File: src/rtl/cnn_output_requant_fifo_if.sv
// cnn_output_requant_fifo_if: input, output handshake, flow-control and debug signals of the requant FIFO
interface cnn_output_requant_fifo_if #(
  parameter int DEPTH = 16,
  parameter int CNT_W = $clog2(DEPTH) + 1
);
  logic in_valid;
  logic [15:0] in_data;
  logic out_valid;
  logic out_ready;
  logic [7:0] out_data;
  logic [CNT_W-1:0] count;
  logic full;
  logic empty;
  logic overflow;
  logic clr_ovf;
  modport master (
    output in_valid, in_data, out_ready, clr_ovf,
    input out_valid, out_data, count, full, empty, overflow
  );
  modport slave (
    input in_valid, in_data, out_ready, clr_ovf,
    output out_valid, out_data, count, full, empty, overflow
  );
endinterface

File: src/rtl/cnn_output_requant_fifo.sv
// cnn_output_requant_fifo: ReLU/shift/saturate requantizer feeding a DEPTH-entry valid/ready FIFO
module cnn_output_requant_fifo #(
  parameter int DEPTH = 16,
  parameter int SHIFT = 4,
  parameter int CNT_W = $clog2(DEPTH) + 1
) (
  input logic clk,
  input logic rst,
  cnn_output_requant_fifo_if.slave bus
);
  localparam int AW = $clog2(DEPTH);
  logic [7:0] mem [DEPTH];
  logic [AW-1:0] rd_ptr, wr_ptr;
  logic [CNT_W-1:0] count, cnt_n;
  logic [15:0] v;
  logic [7:0] q, stg_q;
  logic stg_v, full, empty, overflow, pop, push, drop;
  assign v = bus.in_data >> SHIFT;
  assign q = bus.in_data[15] ? 8'd0 : (|v[15:8]) ? 8'hff : v[7:0];
  assign pop = !empty & bus.out_ready;
  assign push = stg_v & (!full | pop);
  assign drop = stg_v & full & !pop;
  // next occupancy; a pop on empty never happens because pop is gated by !empty
  always_comb cnt_n = (push & !pop) ? count + 1'b1 : (pop & !push) ? count - 1'b1 : count;
  // control state: stage valid, pointers, occupancy flags and sticky overflow (set beats clear)
  always_ff @(posedge clk) begin
    if (!rst) begin
      stg_v <= 1'b0;
      rd_ptr <= '0;
      wr_ptr <= '0;
      count <= '0;
      full <= 1'b0;
      empty <= 1'b1;
      overflow <= 1'b0;
    end else begin
      stg_v <= bus.in_valid;
      rd_ptr <= pop ? rd_ptr + 1'b1 : rd_ptr;
      wr_ptr <= push ? wr_ptr + 1'b1 : wr_ptr;
      count <= cnt_n;
      full <= cnt_n == CNT_W'(DEPTH);
      empty <= cnt_n == '0;
      overflow <= drop | (overflow & !bus.clr_ovf);
    end
  end
  // datapath storage is never reset: staged sample and FIFO memory
  always_ff @(posedge clk) begin
    if (bus.in_valid) stg_q <= q;
    if (push) mem[wr_ptr] <= stg_q;
  end
  assign bus.out_valid = !empty;
  assign bus.out_data = mem[rd_ptr];
  assign bus.count = count;
  assign bus.full = full;
  assign bus.empty = empty;
  assign bus.overflow = overflow;
endmodule

File: src/flat_wrapper.sv
// flat-port wrapper written by rule: the top's interface ports become plain ports
module cnn_output_requant_fifo_flat 
#(
  parameter int DEPTH = 16,
  parameter int SHIFT = 4,
  parameter int CNT_W = $clog2(DEPTH) + 1
)
  (clk, rst, bus_in_valid, bus_in_data, bus_out_ready, bus_clr_ovf, bus_out_valid, bus_out_data, bus_count, bus_full, bus_empty, bus_overflow);
  cnn_output_requant_fifo_if #(.DEPTH(DEPTH), .CNT_W(CNT_W)) bus_i ();
  input logic clk;
  input logic rst;
  input wire logic [$bits(bus_i.in_valid)-1:0] bus_in_valid;
  input wire logic [$bits(bus_i.in_data)-1:0] bus_in_data;
  input wire logic [$bits(bus_i.out_ready)-1:0] bus_out_ready;
  input wire logic [$bits(bus_i.clr_ovf)-1:0] bus_clr_ovf;
  output wire logic [$bits(bus_i.out_valid)-1:0] bus_out_valid;
  output wire logic [$bits(bus_i.out_data)-1:0] bus_out_data;
  output wire logic [$bits(bus_i.count)-1:0] bus_count;
  output wire logic [$bits(bus_i.full)-1:0] bus_full;
  output wire logic [$bits(bus_i.empty)-1:0] bus_empty;
  output wire logic [$bits(bus_i.overflow)-1:0] bus_overflow;
  assign bus_i.in_valid = bus_in_valid;
  assign bus_i.in_data = bus_in_data;
  assign bus_i.out_ready = bus_out_ready;
  assign bus_i.clr_ovf = bus_clr_ovf;
  assign bus_out_valid = bus_i.out_valid;
  assign bus_out_data = bus_i.out_data;
  assign bus_count = bus_i.count;
  assign bus_full = bus_i.full;
  assign bus_empty = bus_i.empty;
  assign bus_overflow = bus_i.overflow;
  cnn_output_requant_fifo #(.DEPTH(DEPTH), .SHIFT(SHIFT), .CNT_W(CNT_W)) u_core (.clk(clk), .rst(rst), .bus(bus_i));
endmodule
File: config.mk
export PLATFORM = sky130hd
export DESIGN_NAME = cnn_output_requant_fifo_flat
export DESIGN_NICKNAME = d
export VERILOG_FILES = /design/src/rtl/cnn_output_requant_fifo_if.sv /design/src/rtl/cnn_output_requant_fifo.sv /design/src/flat_wrapper.sv
export SDC_FILE = /design/constraint.sdc
export NUM_CORES = 1
export LEC_CHECK = 0
export CORE_ASPECT_RATIO = 0.9
export CORE_UTILIZATION = 45
export DETAILED_ROUTE_END_ITERATION = 6
export PLACE_DENSITY = 0.65
export SLEW_MARGIN = 40
export SYNTH_ARGS = -nofsm -noshare
export SYNTH_HDL_FRONTEND = slang
export SYNTH_SLANG_ARGS = --single-unit
File: constraint.sdc
create_clock -name clk -period 3.1 [get_ports clk]
set_clock_uncertainty 0.2 [all_clocks]
set_input_delay 0.775 -clock clk [delete_from_list [all_inputs] [get_ports clk]]
set_output_delay 0.775 -clock clk [all_outputs]
set_load 0.01 [all_outputs]
==> flow_summary.yaml <==
min_path:
  hp-class: "register to register"
pwr:
  finalPower_w: 0.00516
  irDropWorstVdd_mv: 0.412
  p_per_area_mw_per_mm2: 670
  leakage_nw: 2.59
synthesis:
  synth_fa_ha_area_share_pct: 1.39
  avgSynthCellArea_um2: 18.9
  netlist_instances: 334
  yosysWarnings: 0
  yosys-top-cells-area: "edfxtp_1, mux4_1, dfxtp_1"
  synth-simple-area-share_pct: 6.17
  yosys-mux-area-fraction_pct: 16.1
  synth_edf_count: 136
  synth_seq_cells: 157
  synthesis.nets: 362
  yosysSeqAreaShare_pct: 71.4
  yosysTopAreaCellShare_pct: 64.7
  yosys.area.top_type: "edfxtp_1"
  synth_area_mm2: 0.00631
  ys.flop_type: "edfxtp_1"
  synth_top_family_by_area: "multiplexers"
  yosysUniqueCellTypes: 37
  async_reset_ff_share_pct: 0
  synthXorXnorAreaFrac_pct: 1.25
  synth-compound-area-share_pct: 1.69
setup_path:
  critPathKind: "register to output pin"
  required_ns: 2.12
  critPathMaxFanout: 6
  critPathLaunchType: "register"
  rr_endpoint: "u_core.mem[3][3]"
  r2r_cells: 5
  r2r-start: "u_core.bus.empty"
  end_kind: "output pin"
  crit_end: "bus_out_data[6]"
  worstPathArrival_ns: 2.22
  r2r_slack_ns: 1.08
detailed_routing:
  drtIter0Drc: 291
  drcViolationCount: 0
  ant_nets: 0
  routed_wl_um: 12500
  drtPass1Iterations: 5
  vias: 3258
  wire_per_inst_um: 21.0
  viasPerCell: 5.49
clocking:
  cts_max_level: 4
  clkLatencyLatePin_ns: 0.42
  postCtsHoldBufs: 0
  clockRootBuffer: "clkbuf_16"
  cts_tree: "built"
  cts.sinks: 157
  cts.clk_slew.worst_paths_ns: 0.06
  cts_buffers: 17
  cts_buffer_depth: 2
global_route:
  gr-usage-all-layers_pct: 18.9
  grt_pass1_vias: 3301
  antenna_found_initial: 0
  grt_pass1_wl_um: 19300
  grt_max_degree: 33
  overflow: 0
place:
  gp_congestion: 0.777
  dpl.hpwl_um: 7590
  io_buffers: 33
layout:
  fillers: 1045
  n_antenna_cell: 0
  drive_gt1_share_pct: 28.5
  areaGrowthSynthToFinish_pct: 22.2
  fin_nets: 441
sta:
  hold_violations: 0
  period_minus_slack_ns: 3.19
  slew_viol_final: 0
  fmax_mhz: 313
  period_share_pct: 103
  hold-worst-slack_ns: 0.324
  setup_ws_ns: -0.0910
  rsz0062_at_grt: "true"
  slew_headroom_pct: 63.1
  setup_viol: 8
  worst_slew_pin_slew_ns: 0.553
floorplan:
  fp.dieW_um: 127
  core_region_area_mm2: 0.0135
  rows: 40
  start_util_pct: 46.7
  die_area_mm2: 0.0145
  die_height_um: 114
  num_io_pins: 38
status:
  status: "finished, violations left"
  violations: "negative setup slack"
run:
  maxCapViolCount: 0
-- worst min-delay path by stage --
| stage | from | end | slack, ns | cells after the start |
|---|---|---|---|---|
| 2_1_floorplan | u_core.rd_ptr[1] | register | 0.28 | 2 |
| 3_3_place_gp | u_core.rd_ptr[1] | u_core.rd_ptr[1] | 0.30 | 2 |
| 3_5_place_dp | u_core.bus.overflow | u_core.bus.overflow | 0.30 | 2 |
| 4_1_cts | u_core.bus.count[4] | u_core.bus.count[4] | 0.32 | 2 |
| 5_1_grt | u_core.bus.overflow | u_core.bus.overflow | 0.35 | 2 |
| 6_report | u_core.bus.count[4] | u_core.bus.count[4] | 0.32 | 2 |
-- cell families after synthesis --
logic type / after synthesis
flops: 157
simple gates: 80
compound gates: 15
buf+inv: 25
mux: 41
fa+ha+maj: 7
xor+xnor: 9
-- flip-flops by register name, indices dropped and copies added, names as in the netlist, named ones only --
register             cells
u_core.bus.count         5
u_core.bus.empty         1
u_core.bus.full          1
u_core.bus.overflow      1
u_core.mem             128
u_core.rd_ptr            4
u_core.stg_q             8
u_core.stg_v             1
u_core.wr_ptr            4
-- critical path, stage by stage, from the launching register on --
cell     delay (ns)
dfxtp_4        0.39
buf_12         0.14
buf_8          0.11
mux4_2         0.50
mux4_2         0.51
buf_6          0.14
-- through the flow --
step                      cells  TNS [ns]  utilization [%]  worst slack (ns)  cell area, um^2
final                       593    -0.516             57.1           -0.0910             7710
after global routing        593     -1.03             57.1            -0.152             7710
after CTS                   591    -0.997             57.0            -0.196             7710
after detailed placement    546    -0.105             51.8           -0.0284             7000
after global placement      546   -0.0756             51.8           -0.0170             7000
after floorplan             334         0                -             0.449             6310
-- placed cells by master (no fill, tap or decap), types with 2 or more instances in the layout --
| cell | netlist | final |
|---|---|---|
| a21boi_0 | 2 | 2 |
| dfxtp_1 | 21 | 20 |
| xnor2_1 | 9 | 9 |
| nand3_1 | 3 | 3 |
| clkinv_2 | 0 | 4 |
| edfxtp_1 | 136 | 136 |
| inv_1 | 8 | 8 |
| nor2_1 | 30 | 30 |
| nand4_1 | 2 | 2 |
| buf_12 | 0 | 6 |
| or3_1 | 3 | 3 |
| buf_6 | 3 | 14 |
| buf_4 | 0 | 30 |
| clkinv_1 | 0 | 2 |
| and2_1 | 9 | 9 |
| nand2b_1 | 5 | 5 |
| a21oi_1 | 3 | 3 |
| buf_8 | 1 | 2 |
| nand2_1 | 11 | 11 |
| nor2b_1 | 4 | 4 |
| bufinv_16 | 0 | 4 |
| clkdlybuf4s50_1 | 0 | 25 |
| mux4_2 | 12 | 38 |
| nor3b_1 | 2 | 2 |
| o21ai_0 | 2 | 2 |
| mux4_1 | 28 | 2 |
| clkbuf_16 | 0 | 17 |
| nor3_1 | 7 | 7 |
| ha_1 | 7 | 7 |
-- cell type report --
type / instances / area (um^2) / area share [%]
clock buffer: 18 / 429 / 5.56
clock inverter: 13 / 173 / 2.24
inverter: 8 / 30.0 / 0.389
multi-input combinational: 152 / 1580 / 20.5
sequential: 157 / 4510 / 58.4
tap: 168 / 210 / 2.73
timing repair buffer: 77 / 783 / 10.2
-- layer usage --
layer	GRT usage (%)	share of wire, %	up-vias
met4	7.78	1.1	0
met2	30.2	49	97
met1	25.5	45	1682
met3	4.16	4.7	14
met5	0	0	-
li1	-	-	1465
-- cell usage after synthesis, drive strengths merged (2+ instances only) --
master	instances
nand2	11
nor2	31
ha	7
a21oi	3
inv	8
or3	3
nor2b	4
buf	7
nand2b	5
and2	9
o21ai	2
mux4	40
nor3	7
nand3	3
nand4	2
a21boi	3
clkbuf	10
xnor2	9
dfxtp	21
edfxtp	136
nor3b	2
-- power by group --
group	switching, W	internal (W)
registers	0.0000777	0.00236
logic	0.000232	0.000374
clock network	0.000788	0.00133
-- timing repair --
item,4_1_cts,5_1_grt
gates cloned,1,0
resized for setup,71,10
setup endpoints to repair,8,8
pin swaps,0,0
setup buffers,13,3
No activity file was read; power rests on OpenSTA's default activity.
